## config.mk

```make
export PLATFORM = sky130hd
export DESIGN_NAME = pipe_hazard_ctrl_flat
export DESIGN_NICKNAME = d
export VERILOG_FILES = /design/src/rtl/pipe_pkg.sv /design/src/rtl/pipe_hazard_ctrl_if.sv /design/src/rtl/sat_counter.sv /design/src/rtl/pipe_hazard_ctrl.sv /design/src/flat_wrapper.sv
export SDC_FILE = /design/constraint.sdc
export NUM_CORES = 1
export LEC_CHECK = 0
export CAP_MARGIN = 20
export CORE_MARGIN = 5
export CORE_UTILIZATION = 47
export CTS_CLUSTER_DIAMETER = 100
export DETAILED_ROUTE_END_ITERATION = 10
export PLACE_DENSITY = 0.74
export REMOVE_ABC_BUFFERS = 1
export SLEW_MARGIN = 25
export SYNTH_ARGS = -nofsm -noshare
export SYNTH_HDL_FRONTEND = slang
export SYNTH_HIERARCHICAL = 1
export SYNTH_SLANG_ARGS = --single-unit
```

## constraint.sdc

```tcl
create_clock -name clk -period 5.57 [get_ports clk]
set_input_delay 0.557 -clock clk [delete_from_list [all_inputs] [get_ports clk]]
set_output_delay 0.557 -clock clk [all_outputs]
set_load 0.02 [all_outputs]
```

## src/rtl/pipe_pkg.sv

```systemverilog
// Shared pipeline definitions: pipe-register control encodings and the
// hazard controller state type.
package pipe_pkg;

   // Pipe-register control encodings, also decoded by the pipe-register wrappers.
   localparam logic [1:0] CTR_NORMAL = 2'b00;  // load the next value
   localparam logic [1:0] CTR_STALL  = 2'b01;  // hold the current value
   localparam logic [1:0] CTR_BUBBLE = 2'b10;  // load zero (a NOP)

   typedef enum logic [1:0] {
      HZ_INIT  = 2'd0,
      HZ_RUN   = 2'd1,
      HZ_MWAIT = 2'd2,
      HZ_HALT  = 2'd3
   } hz_state_t;

endpackage

```

## src/rtl/pipe_hazard_ctrl_if.sv

```systemverilog
// Hazard-controller bundle: hazard sources from the pipeline stages and the
// per-register controls, PC strobes, state and counters back to them.
//
// There is no valid/ready pair on this bundle. Every signal is a level that is
// valid for the whole cycle and is sampled at posedge clk. The only
// request/completion pair is m_mem_req / m_mem_ready: the access finishes in the
// cycle where both are high, and every cycle with m_mem_req=1 and
// m_mem_ready=0 is a wait cycle.
interface pipe_hazard_ctrl_if #(
   parameter int CNT_W = 32
);
   // Hazard sources.
   logic [4:0]       id_rs1_id;
   logic [4:0]       id_rs2_id;
   logic             id_uses_rs1;
   logic             id_uses_rs2;
   logic [4:0]       ex_rd_id;
   logic             ex_is_load;
   logic             ex_mispredict;
   logic             m_mem_req;
   logic             m_mem_ready;
   logic             wb_halt;

   // Pipeline control and observability.
   logic [1:0]       ctr_if_id;
   logic [1:0]       ctr_id_ex;
   logic [1:0]       ctr_ex_m;
   logic [1:0]       ctr_m_wb;
   logic             pc_hold;
   logic             pc_redirect;
   logic [1:0]       state;
   logic [CNT_W-1:0] stall_cnt;
   logic [CNT_W-1:0] flush_cnt;
   logic             mem_timeout;

   // Pipeline side: drives the hazard sources and consumes the controls.
   modport master (
      output id_rs1_id, id_rs2_id, id_uses_rs1, id_uses_rs2, ex_rd_id,
             ex_is_load, ex_mispredict, m_mem_req, m_mem_ready, wb_halt,
      input  ctr_if_id, ctr_id_ex, ctr_ex_m, ctr_m_wb, pc_hold, pc_redirect,
             state, stall_cnt, flush_cnt, mem_timeout
   );

   // Controller side.
   modport slave (
      input  id_rs1_id, id_rs2_id, id_uses_rs1, id_uses_rs2, ex_rd_id,
             ex_is_load, ex_mispredict, m_mem_req, m_mem_ready, wb_halt,
      output ctr_if_id, ctr_id_ex, ctr_ex_m, ctr_m_wb, pc_hold, pc_redirect,
             state, stall_cnt, flush_cnt, mem_timeout
   );

endinterface

```

## src/rtl/sat_counter.sv

```systemverilog
// Up-counter that sticks at all-ones instead of wrapping. clr wins over inc.
module sat_counter #(
   parameter int W = 8
) (
   input  logic         clk,
   input  logic         n_rst,
   input  logic         clr,
   input  logic         inc,
   output logic [W-1:0] q
);

   // Count up, clear on request, hold once every bit is set.
   always_ff @(posedge clk or negedge n_rst) begin
      if (!n_rst) begin
         q <= '0;
      end else if (clr) begin
         q <= '0;
      end else if (inc && (q != {W{1'b1}})) begin
         q <= q + W'(1);
      end
   end

endmodule

```

## src/rtl/pipe_hazard_ctrl.sv

```systemverilog
// Central sequencer for the five-stage pipeline registers. Decodes memory-wait,
// mispredict and load-use hazards into per-register controls and PC strobes,
// and tracks stall/flush counts and a sticky memory-timeout flag.
module pipe_hazard_ctrl
   import pipe_pkg::*;
#(
   parameter int MEM_TIMEOUT = 64,
   parameter int CNT_W       = 32
) (
   input logic               clk,
   input logic               n_rst,
   pipe_hazard_ctrl_if.slave hz
);

   localparam int              WAIT_W    = $clog2(MEM_TIMEOUT + 1);
   localparam logic [WAIT_W-1:0] WAIT_MAX  = WAIT_W'(MEM_TIMEOUT);
   localparam logic [WAIT_W-1:0] WAIT_LAST = WAIT_W'(MEM_TIMEOUT - 1);

   hz_state_t         state_q;
   hz_state_t         state_d;
   logic              mem_wait;
   logic              load_use;
   logic              rs1_hit;
   logic              rs2_hit;
   logic [1:0]        c_if_id;
   logic [1:0]        c_id_ex;
   logic [1:0]        c_ex_m;
   logic [1:0]        c_m_wb;
   logic              hold;
   logic              redirect;
   logic              stall_inc;
   logic              flush_inc;
   logic              wait_clr;
   logic              wait_inc;
   logic [WAIT_W-1:0] wait_cnt;
   logic              timeout_q;

   // A wait cycle is any cycle where M is accessing memory and it is not done.
   assign mem_wait = hz.m_mem_req & ~hz.m_mem_ready;

   // x0 is hard-wired to zero, so a load "writing" it never creates a hazard.
   assign rs1_hit  = hz.id_uses_rs1 & (hz.id_rs1_id == hz.ex_rd_id);
   assign rs2_hit  = hz.id_uses_rs2 & (hz.id_rs2_id == hz.ex_rd_id);
   assign load_use = hz.ex_is_load & (hz.ex_rd_id != 5'd0) & (rs1_hit | rs2_hit);

   // State register.
   always_ff @(posedge clk or negedge n_rst) begin
      if (!n_rst) begin
         state_q <= HZ_INIT;
      end else begin
         state_q <= state_d;
      end
   end

   // Next state, hazard-priority decode and counter strobes.
   always_comb begin
      state_d   = state_q;
      c_if_id   = CTR_NORMAL;
      c_id_ex   = CTR_NORMAL;
      c_ex_m    = CTR_NORMAL;
      c_m_wb    = CTR_NORMAL;
      hold      = 1'b0;
      redirect  = 1'b0;
      stall_inc = 1'b0;
      flush_inc = 1'b0;
      wait_clr  = 1'b0;
      wait_inc  = 1'b0;
      case (state_q)
         HZ_INIT: begin
            c_if_id = CTR_BUBBLE;
            c_id_ex = CTR_BUBBLE;
            c_ex_m  = CTR_BUBBLE;
            c_m_wb  = CTR_BUBBLE;
            hold    = 1'b1;
            state_d = HZ_RUN;
         end
         HZ_RUN, HZ_MWAIT: begin
            if (mem_wait) begin
               // EX is frozen here, so a pending mispredict is still
               // asserted when memory releases and is handled then.
               c_if_id   = CTR_STALL;
               c_id_ex   = CTR_STALL;
               c_ex_m    = CTR_STALL;
               c_m_wb    = CTR_BUBBLE;
               hold      = 1'b1;
               stall_inc = 1'b1;
            end else if (hz.ex_mispredict) begin
               c_if_id   = CTR_BUBBLE;
               c_id_ex   = CTR_BUBBLE;
               redirect  = 1'b1;
               flush_inc = 1'b1;
            end else if (load_use) begin
               c_if_id   = CTR_STALL;
               c_id_ex   = CTR_BUBBLE;
               hold      = 1'b1;
               stall_inc = 1'b1;
            end
            if (state_q == HZ_RUN) begin
               if (hz.wb_halt) begin
                  state_d = HZ_HALT;
               end else if (mem_wait) begin
                  state_d  = HZ_MWAIT;
                  wait_clr = 1'b1;
               end
            end else begin
               // Halt requests are not honoured until memory releases.
               wait_inc = (wait_cnt != WAIT_MAX);
               if (hz.m_mem_ready) begin
                  state_d = HZ_RUN;
               end
            end
         end
         HZ_HALT: begin
            c_if_id = CTR_STALL;
            c_id_ex = CTR_STALL;
            c_ex_m  = CTR_STALL;
            c_m_wb  = CTR_STALL;
            hold    = 1'b1;
         end
         default: begin
            state_d = HZ_INIT;
         end
      endcase
   end

   sat_counter #(.W(CNT_W)) u_stall_cnt (
      .clk   (clk),
      .n_rst (n_rst),
      .clr   (1'b0),
      .inc   (stall_inc),
      .q     (hz.stall_cnt)
   );

   sat_counter #(.W(CNT_W)) u_flush_cnt (
      .clk   (clk),
      .n_rst (n_rst),
      .clr   (1'b0),
      .inc   (flush_inc),
      .q     (hz.flush_cnt)
   );

   // Wait length is capped at MEM_TIMEOUT by gating inc above.
   sat_counter #(.W(WAIT_W)) u_wait_cnt (
      .clk   (clk),
      .n_rst (n_rst),
      .clr   (wait_clr),
      .inc   (wait_inc),
      .q     (wait_cnt)
   );

   // Sticky timeout: set on the same edge the wait count reaches MEM_TIMEOUT.
   always_ff @(posedge clk or negedge n_rst) begin
      if (!n_rst) begin
         timeout_q <= 1'b0;
      end else if (wait_inc && (wait_cnt == WAIT_LAST)) begin
         timeout_q <= 1'b1;
      end
   end

   assign hz.ctr_if_id   = c_if_id;
   assign hz.ctr_id_ex   = c_id_ex;
   assign hz.ctr_ex_m    = c_ex_m;
   assign hz.ctr_m_wb    = c_m_wb;
   assign hz.pc_hold     = hold;
   assign hz.pc_redirect = redirect;
   assign hz.state       = state_q;
   assign hz.mem_timeout = timeout_q;

endmodule

```

## src/flat_wrapper.sv

```systemverilog
// flat-port wrapper written by rule: the top's interface ports become plain ports
module pipe_hazard_ctrl_flat import pipe_pkg::*;
#(
   parameter int MEM_TIMEOUT = 64,
   parameter int CNT_W       = 32
)
  (clk, n_rst, hz_id_rs1_id, hz_id_rs2_id, hz_id_uses_rs1, hz_id_uses_rs2, hz_ex_rd_id, hz_ex_is_load, hz_ex_mispredict, hz_m_mem_req, hz_m_mem_ready, hz_wb_halt, hz_ctr_if_id, hz_ctr_id_ex, hz_ctr_ex_m, hz_ctr_m_wb, hz_pc_hold, hz_pc_redirect, hz_state, hz_stall_cnt, hz_flush_cnt, hz_mem_timeout);
  pipe_hazard_ctrl_if #(.CNT_W(CNT_W)) hz_i ();
  input logic clk;
  input logic n_rst;
  input wire logic [$bits(hz_i.id_rs1_id)-1:0] hz_id_rs1_id;
  input wire logic [$bits(hz_i.id_rs2_id)-1:0] hz_id_rs2_id;
  input wire logic [$bits(hz_i.id_uses_rs1)-1:0] hz_id_uses_rs1;
  input wire logic [$bits(hz_i.id_uses_rs2)-1:0] hz_id_uses_rs2;
  input wire logic [$bits(hz_i.ex_rd_id)-1:0] hz_ex_rd_id;
  input wire logic [$bits(hz_i.ex_is_load)-1:0] hz_ex_is_load;
  input wire logic [$bits(hz_i.ex_mispredict)-1:0] hz_ex_mispredict;
  input wire logic [$bits(hz_i.m_mem_req)-1:0] hz_m_mem_req;
  input wire logic [$bits(hz_i.m_mem_ready)-1:0] hz_m_mem_ready;
  input wire logic [$bits(hz_i.wb_halt)-1:0] hz_wb_halt;
  output wire logic [$bits(hz_i.ctr_if_id)-1:0] hz_ctr_if_id;
  output wire logic [$bits(hz_i.ctr_id_ex)-1:0] hz_ctr_id_ex;
  output wire logic [$bits(hz_i.ctr_ex_m)-1:0] hz_ctr_ex_m;
  output wire logic [$bits(hz_i.ctr_m_wb)-1:0] hz_ctr_m_wb;
  output wire logic [$bits(hz_i.pc_hold)-1:0] hz_pc_hold;
  output wire logic [$bits(hz_i.pc_redirect)-1:0] hz_pc_redirect;
  output wire logic [$bits(hz_i.state)-1:0] hz_state;
  output wire logic [$bits(hz_i.stall_cnt)-1:0] hz_stall_cnt;
  output wire logic [$bits(hz_i.flush_cnt)-1:0] hz_flush_cnt;
  output wire logic [$bits(hz_i.mem_timeout)-1:0] hz_mem_timeout;
  assign hz_i.id_rs1_id = hz_id_rs1_id;
  assign hz_i.id_rs2_id = hz_id_rs2_id;
  assign hz_i.id_uses_rs1 = hz_id_uses_rs1;
  assign hz_i.id_uses_rs2 = hz_id_uses_rs2;
  assign hz_i.ex_rd_id = hz_ex_rd_id;
  assign hz_i.ex_is_load = hz_ex_is_load;
  assign hz_i.ex_mispredict = hz_ex_mispredict;
  assign hz_i.m_mem_req = hz_m_mem_req;
  assign hz_i.m_mem_ready = hz_m_mem_ready;
  assign hz_i.wb_halt = hz_wb_halt;
  assign hz_ctr_if_id = hz_i.ctr_if_id;
  assign hz_ctr_id_ex = hz_i.ctr_id_ex;
  assign hz_ctr_ex_m = hz_i.ctr_ex_m;
  assign hz_ctr_m_wb = hz_i.ctr_m_wb;
  assign hz_pc_hold = hz_i.pc_hold;
  assign hz_pc_redirect = hz_i.pc_redirect;
  assign hz_state = hz_i.state;
  assign hz_stall_cnt = hz_i.stall_cnt;
  assign hz_flush_cnt = hz_i.flush_cnt;
  assign hz_mem_timeout = hz_i.mem_timeout;
  pipe_hazard_ctrl #(.MEM_TIMEOUT(MEM_TIMEOUT), .CNT_W(CNT_W)) u_core (.clk(clk), .n_rst(n_rst), .hz(hz_i));
endmodule
```

# Word level (Yosys, flattened, before mapping)
# Cells that the tools add are included.
[op_classes] n_reduce_logical=11 eq_ne=12 n_addsub=3 muxes=33 bitwise_logic=7
[ops] cell="adder 32 x 1 -> 32 bit, second input constant" count=2
[ops] cell="inequality test 32 bit, second input constant" count=2
[ops] cell="case mux 2 bit (3 select lines)" count=4
[ops] cell="2-to-1 mux 2 bit" count=10
[ops] cell="2-to-1 mux 1 bit" count=15
[ops] cell="2-to-1 mux 7 bit" count=2
[ops] cell="inequality test 7 bit, second input constant" count=2
[ops] cell="== test 5 bit" count=2
[ops] cell="adder 7 x 1 -> 7 bit, second input constant" count=1
[ops] cell="== test 7 x 6 -> 1 bit, second input constant" count=1
[ops] cell="bitwise AND 1 bit" count=5
[ops] cell="nonzero test 5 bit" count=1
[ops] cell="== test 2 bit, second input constant" count=2
[ops] cell="logical AND 1 bit" count=4
[ops] cell="inequality test 4 x 3 -> 1 bit, second input constant" count=1
[ops] cell="case mux 2 bit (2 select lines)" count=1
[ops] cell="nonzero test 2 bit" count=2
[ops] cell="OR reduction 2 bit" count=2
[ops] cell="inequality test 3 x 2 -> 1 bit, second input constant" count=1
[ops] cell="AND reduction 3 bit" count=1
[ops] cell="== test 2 x 1 -> 1 bit, second input constant" count=1
[ops] cell="zero test 2 bit" count=1
[ops] cell="case mux 1 bit (2 select lines)" count=1
[ops] cell="NOT 1 bit" count=1
[ops] cell="OR 1 bit" count=1
[word_totals] elab_cells=71 reg_bits=74 in_bits=24 out_inout_bits=77

# Depth between registers and ports, before layout
# Gate-level depths: netlist (run 1).
[logic_depth] ltp_word=9 depth_mapped=12 depth_no_buf=10

# By module
# Netlist (run 1), hierarchy kept.
[by_module_without_submodules] module="sat_counter at u_core.u_flush_cnt ..." area_each_um2=1854.3 n_inst=2 cells_each=198 seq_area_each_um2=800.8
[by_module_without_submodules] module="pipe_hazard_ctrl" area_each_um2=483.0 n_inst=1 cells_each=61 seq_area_each_um2=75.1
[by_module_without_submodules] module="sat_counter at u_core.u_wait_cnt" area_each_um2=427.9 n_inst=1 cells_each=41 seq_area_each_um2=175.2

# Worst setup path before layout (run 1)
# OpenSTA, ideal clock, no wires.
[synth_path] path_type="input to register" startpoint="input port hz_ex_rd_id[4]" endpoint="register u_core.u_stall_cnt.q[31]" t_arrival_ps=2809 slack_ps=2637 n_path_buf=1 required_ps=5445 cell_stages=10 setup_time_ps=125 path_cell_list="xor2_1 -> nor4_2 -> a32oi_1 -> o31ai_1 -> and3_1 -> nand4_1 -> a21o_1 -> buf_2 -> nor4_1 -> mux2_2"
[synth_via] elab_chain_cells=9 word_cells_on_any_way=13 classes_between="eq/ne: 2; mux: 4; bitwise: 5; reduce/logical: 2"
[synth_lines] item="start: declaration" line="flat_wrapper.sv:15" rtl="input wire logic [$bits(hz_i.ex_rd_id)-1:0] hz_ex_rd_id;"
[synth_lines] item="== test 5 bit (on tied branches)" line="pipe_hazard_ctrl.sv:42, pipe_hazard_ctrl.sv:43"
[synth_lines] item="bitwise AND 1 bit (on tied branches)" line="pipe_hazard_ctrl.sv:42, pipe_hazard_ctrl.sv:43"
[synth_lines] item="OR 1 bit" line="pipe_hazard_ctrl.sv:44" rtl="assign load_use = hz.ex_is_load & (hz.ex_rd_id != 5'd0) & (rs1_hit | rs2_hit);"
[synth_lines] item="bitwise AND 1 bit *" line="pipe_hazard_ctrl.sv:44"
[synth_lines] item="2-to-1 mux 1 bit *" line="pipe_hazard_ctrl.sv:92" rtl="end else if (load_use) begin"
[synth_lines] item="2-to-1 mux 1 bit *" line="pipe_hazard_ctrl.sv:87" rtl="end else if (hz.ex_mispredict) begin"
[synth_lines] item="2-to-1 mux 1 bit *" line="pipe_hazard_ctrl.sv:78" rtl="if (mem_wait) begin"
[synth_lines] item="2-to-1 mux 1 bit *" line="pipe_hazard_ctrl.sv:68" rtl="case (state_q)"
[synth_lines] item="named net u_core.stall_inc" line="pipe_hazard_ctrl.sv:31" rtl="logic stall_inc;"
[synth_lines] item="logical AND 1 bit *" line="sat_counter.sv:18" rtl="end else if (inc && (q != {W{1'b1}})) begin"
[synth_lines] item="end signal: assignment" line="sat_counter.sv:19" rtl="q <= q + W'(1);"
[synth_lines] item="end: declaration" line="sat_counter.sv:9" rtl="output logic [W-1:0] q"
# Mark *: on every way through the listed nets, which the timed path passes. The rest lies on a longest branch.
# A chain may end at the register's enable or synchronous reset.

# Worst setup path in the final report (run 1)
[layout_path] startpoint="input port hz_ex_rd_id[0]" endpoint="register u_core.u_stall_cnt.q[27]"
# Same word-level chain as after synthesis.

==> reports/qor.txt, run 1 <==
Status -> complete, no violations
Starting DRT DRC Count -> 253
Area share of the largest cell type after synthesis -> 0.4009
Adder-Cell Fraction of Synth Area -> 0.01896
Antenna Nets Post-Route -> 0
Top_reg_cell synth -> dfrtp_1
Final setup fails -> 0
Async SR Flop Fraction -> 1.000
Post-CTS setup buffer count -> 0
Die H -> 109.1 um
Crit Path Category -> in2reg
Fmax -> 278.1 MHz
Compound-Gate Fraction of Synth Area -> 0.1360
XOR/XNOR Fraction of Synth Area -> 0.06826
DR WL/cell -> 16.10 um
Initial antenna violation count -> 0
Yosys cell types -> 58
CTS tree -> yes
Largest family of logic cells by synthesized area -> simple AND/OR/NAND/NOR gates
Register area share after synthesis -> 0.4009
Pin count of the biggest net entering global routing -> 75
Pre-CTS setup slack -> 1607 ps
Cts repair resizes -> 0
Final period util -> 0.6455
Period minus WS final -> 3596 ps
Power per cell area -> 288.7 nW/um2
Core box area -> 9684 um2
Clock Tree Buf Depth -> 2
Unrepaired setup endpoints after global routing -> false
Max FO, Critical Path -> 19
Area added between synthesis and finish -> 30.01%
DRC Markers -> 0
Detailed placer's ending HPWL -> 8.681 mm
Total GRT Usage -> 0.2049
Final Max Tran Viols -> 0
Mean cell area of the mapped netlist -> 9.276 um2
Arrival time worst endpoint -> 3830 ps
Number of flops mapped to enable cells by yosys -> 0
Critical path endpoint category -> flip-flop
RD Place Congestion -> 0.8301
Yosys Warn Count -> 6
Required time of the critical path -> 5800 ps
Ranking of synthesized cells by area -> dfrtp_1 40%, nor2_1 4.6%, xnor2_1 4.2%, nand3_1 2.8%, a21oi_1 2.7%
Leak -> 2.374 nW
Die ar. -> 11910 um2
Mapped cell area -> 4619 um2
Global route overflow -> 0
CP Launch Type -> primary input
Diodes inserted -> 0
Clock root cell -> clkbuf_8
Setup WS post-layout -> 1974 ps
Ports -> 101
Clk pin slew, worst setup/hold paths -> 80 ps
Worst hold path type -> in2async
Multiplexer share of the synthesized area -> 0.03521
Vias -> 4130
H-tree depth -> 3
Setup_tns -> 0 ps
Max VDD drop -> 289.3 uV
Rel. slew slack -> 0.5263
Final hold viol count -> 0
First drt pass iteration count -> 5
Port bufs -> 100
CTS Sinks -> 74
Inserted Clock Buffers -> 9
Yosys top cell by area -> dfrtp_1
Fin Clk Skew -> 15.60 ps
Max_cap viols -> 0
Row count -> 36
Worst skew pair latency -> 350 ps
Layout cells sized above 1 -> 0.1025
Vias per cell -> 5.596
Post-Route WL -> 11.88 mm
Seq cells post-synth -> 74
CTS Hold Bufs -> 0
Die Span X -> 109.1 um
First-pass GRT wire length -> 19.56 mm
NumNets Final -> 631
Simple-gate portion of the synthesized area -> 0.3053
Starting Density -> 0.4770
Mapped Cells -> 498
Post-synth top cells -> 74 x dfrtp_1, 57 x nor2_1, 30 x nand2_1, 26 x nand3_1, 25 x a21oi_1
Least-Margin Pin Slew -> 704.7 ps
Vias in the first global route -> 3934
Fillers -> 809
Most common cell in the netlist -> dfrtp_1
flip-flops by register name, summed over array words and instances (netlist names):
signal,count
u_core/hz.state,2
u_core/u_wait_cnt/q,7
u_core/hz.mem_timeout,1
u_core/u_stall_cnt/q,32
u_core/u_flush_cnt/q,32
area by class of cell:
type | instances | area, um2 | area share
Multi-Input combinational cell | 395 | 2634 | 0.4385
Sequential cell | 74 | 1852 | 0.3083
Tap cell | 133 | 166.4 | 0.02771
Clock inverter | 6 | 137.6 | 0.02292
Timing Repair Buffer | 101 | 1007 | 0.1677
Clock buffer | 10 | 137.6 | 0.02292
Inverter | 19 | 71.32 | 0.01187
critical path: stages:
cell	delay, ps
clkdlybuf4s50_1	480
xor2_1	200
nor4_2	250
a32oi_1	220
o31ai_1	580
and3_1	340
nand4_1	120
a21o_1	360
nor4_1	350
mux2_2	390
through the flow:
stage	total power [mW]	utilization	cells	instance area, um2	hold slack [ps]
after CTS	1.747	0.6198	738	6002	459.4
final	1.734	0.6202	738	6006	324.0
after global placement	1.156	0.5913	722	5727	502.4
after global routing	1.834	0.6202	738	6006	383.4
after floorplan	0.9597	-	488	4557	261.4
after detailed placement	1.175	0.5913	722	5727	499.2
per-layer routing:
| layer | GRT usage | up-vias | wire length (um) |
|---|---|---|---|
| met1 | 0.2831 | 1996 | 5417 |
| met2 | 0.3219 | 115 | 5710 |
| met3 | 0.04440 | 12 | 635 |
| li1 | - | 2007 | - |
| met4 | 0.06222 | 0 | 121 |
| met5 | 0 | - | 0 |
kinds of logic after synthesis:
logic type,count (synthesis)
multiplexers,14
XOR/XNOR,36
adder cells (fa/ha/maj),7
buffers and inverters,36
other,1
flip-flops,74
AO/OA/AOI/OAI,89
AND/OR/NAND/NOR,241
final timing paths:
kind | start | to | cells past startpoint | slack, ps
hold / removal | n_rst | u_core/u_stall_cnt/q[26] | 2 | 320
hold reg to reg | u_core/hz.mem_timeout | u_core/hz.mem_timeout | 1 | 520
max in group asynchronous | n_rst | u_core/u_flush_cnt/q[3] | 2 | 4790
min in group clk | u_core/hz.mem_timeout | u_core/hz.mem_timeout | 1 | 520
setup reg to reg | u_core/hz.state[0] | u_core/u_stall_cnt/q[27] | 9 | 2400
setup / recovery | hz_ex_rd_id[0] | u_core/u_stall_cnt/q[27] | 10 | 1970
placed cells by master, fill, tap and decap left out, types with 13 or more instances in the layout:
cell	n
xnor2_1	22
nand3_1	26
nor2b_1	14
nand2_1	30
xor2_1	14
a21oi_1	25
nor2_1	57
clkdlybuf4s50_1	99
o21ai_0	13
dfrtp_1	74
inv_1	19
and3_1	16
report_power, final:
part	switching [mW]	leakage, nW	internal, mW
Sequential	0.0676	1.01	0.578
Combinational	0.284	1.22	0.237
Clock	0.211	0.137	0.357
Total	0.563	2.37	1.17
No activity file was read; power rests on OpenSTA's default activity.
==> inputs of run 2 (changes only) <==
==> constraint.sdc (replaced) <==
create_clock -name clk -period 3.4 [get_ports clk]
set_input_delay 0.34 -clock clk [delete_from_list [all_inputs] [get_ports clk]]
set_output_delay 0.34 -clock clk [all_outputs]
set_load 0.02 [all_outputs]
==> reports/qor.txt, run 2 (same netlist as run 1, synthesis figures left out) <==
Layout cells sized above 1 -> 0.1036
Regs by FF count -> u_core/u_flush_cnt/q (32), u_core/u_stall_cnt/q (32), u_core/u_wait_cnt/q (7)
Final period util -> 0.8870
Placed inst area -> 5757 um2
Pre-CTS setup slack -> 27.55 ps
Leak -> 2.353 nW
DRC Markers -> 0
Fin Clk Skew -> 7.942 ps
Die H -> 109.1 um
Ports -> 101
Die Span X -> 109.1 um
Final hold viol count -> 0
DR WL/cell -> 15.71 um
Inserted Clock Buffers -> 9
Period minus WS final -> 3016 ps
Starting DRT DRC Count -> 253
Starting Density -> 0.4770
RD Place Congestion -> 0.8828
Setup WS post-layout -> 384.1 ps
Detailed placer's ending HPWL -> 8.601 mm
Clk pin slew, worst setup/hold paths -> 70 ps
Sequential cell area -> 1852 um2
Setup_tns -> 0 ps
Critical path endpoint category -> flip-flop
Final setup fails -> 0
Unrepaired setup endpoints after global routing -> false
Most common cell after layout, fill and taps aside -> clkdlybuf4s50_1
Required time of the critical path -> 3630 ps
CTS Sinks -> 74
Die ar. -> 11910 um2
Least-Margin Pin Slew -> 757.1 ps
Max_cap viols -> 0
Fillers -> 853
CTS Hold Bufs -> 0
Vias -> 4143
CTS tree -> yes
Post-route insts no fill -> 741
Final instance area -> 5946 um2
First drt pass iteration count -> 5
Final Max Tran Viols -> 0
First-pass GRT wire length -> 19.63 mm
Worst skew pair latency -> 350 ps
Clock Tree Buf Depth -> 2
Post-CTS setup buffer count -> 0
Power per cell area -> 435.0 nW/um2
Multi-input logic area -> 2634 um2
Vias per cell -> 5.591
H-tree depth -> 3
Switch share -> 0.3455
Port bufs -> 100
Global route overflow -> 0
Most common cell on crit path -> inv_1
Placed cells -> 726
Clock root cell -> clkbuf_8
Clock share of power -> 0.260
Pint -> 1.693 mW
Row count -> 36
CP Launch Type -> flip-flop
Vias in the first global route -> 4089
Max VDD drop -> 481.1 uV
CP peak stage delay -> 450 ps
Status -> complete, no violations
Initial antenna violation count -> 0
Sequential group share of total power -> 0.407
Core Util, Final -> 0.6140
Worst hold path type -> in2async
Max FO, Critical Path -> 19
Antenna Nets Post-Route -> 0
Rel. slew slack -> 0.4953
Slowest CP cell -> dfrtp_1
Commonest non-fill, non-tap cells in the layout -> 99 x clkdlybuf4s50_1, 74 x dfrtp_1, 57 x nor2_1, 30 x nand2_1, 26 x nand3_1
Core box area -> 9684 um2
Area added between synthesis and finish -> 28.71%
Crit Path Category -> reg2reg
Cts repair resizes -> 0
Net load switching power -> 0.8937 mW
NumNets Final -> 635
Fmax -> 331.6 MHz
Critical Path, Cell by Cell -> inv_1 -> ha_1 -> and2_1 -> nand2_1 -> inv_1 -> and3_1 -> nand4_1 -> a21o_1 -> nor4_1 -> mux2_2
Combinational share of power -> 0.333
Total GRT Usage -> 0.2049
Tot Pwr -> 2.587 mW
Post-Route WL -> 11.64 mm
WHS -> 87.78 ps
Pin count of the biggest net entering global routing -> 75
Diodes inserted -> 0
Arrival time worst endpoint -> 3250 ps
==> run 2: cell count changes in the layout (fill, tap and decap cells not counted) <==
cell       delta
buf_4         +4
bufinv_16     -3
clkbuf_1      +2
clkinv_2      +2
clkinv_4      -2
==> run 2: power groups by stage <==
stage	Sequential (mW)	Combinational, mW	Clock, mW
detailed placement	1.07	0.857	0
floorplan	1.07	0.500	0
finish	1.05	0.862	0.671
global placement	1.07	0.836	0
global route	1.07	0.947	0.728
CTS	1.05	0.864	0.688
==> run 2: layer usage <==
layer  track usage  vias to the layer above  wire [um]
li1              -                     2016          -
met1        0.2619                     2029       5190
met2        0.3390                       88       5679
met3       0.04796                       10        643
met4       0.07214                        0        127
met5             0                        -          0
==> run 2: cell type report <==
class	count	area share
clock buffer	12	0.02441
sequential	74	0.3114
tap	133	0.02799
inverter	19	0.01199
timing repair buffer	105	0.1745
multi-input combinational	395	0.4430
clock inverter	3	0.006734
==> run 2: final timing paths <==
path,from,end,slack (ps),cells past startpoint
max,u_core/hz.state[0],u_core/u_flush_cnt/q[31],380,10
min,n_rst,u_core/u_wait_cnt/q[1],90,2
min in group clk,u_core/hz.mem_timeout,u_core/hz.mem_timeout,460,1
min reg2reg,u_core/hz.mem_timeout,u_core/hz.mem_timeout,460,1
max in group asynchronous,n_rst,u_core/u_flush_cnt/q[23],2830,2
max reg2reg,u_core/hz.state[0],u_core/u_flush_cnt/q[31],380,10
==> run 2: critical path: cells and delay by family, from the launching register on <==
family                     cells  cell delay [ps]
DFF                            1              450
and+or+nand+nor                5             1080
AOI/OAI and AO/OA              1              380
muxes                          1              370
buffers and inverters          2              240
adders and majority gates      1              380
==> inputs of run 3 (changes only) <==
--- a/config.mk
+++ b/config.mk
@@ -5,10 +5,12 @@
 export SDC_FILE = /design/constraint.sdc
 export NUM_CORES = 1
 export LEC_CHECK = 0
+export ABC_CLOCK_PERIOD_IN_PS = 3400
 export CAP_MARGIN = 20
 export CORE_MARGIN = 5
 export CORE_UTILIZATION = 47
 export CTS_CLUSTER_DIAMETER = 100
+export CTS_CLUSTER_SIZE = 10
 export DETAILED_ROUTE_END_ITERATION = 10
 export PLACE_DENSITY = 0.74
 export REMOVE_ABC_BUFFERS = 1
==> results of run 3 <==
No change in the layout: final DEF, timing and power equal those of run 2.
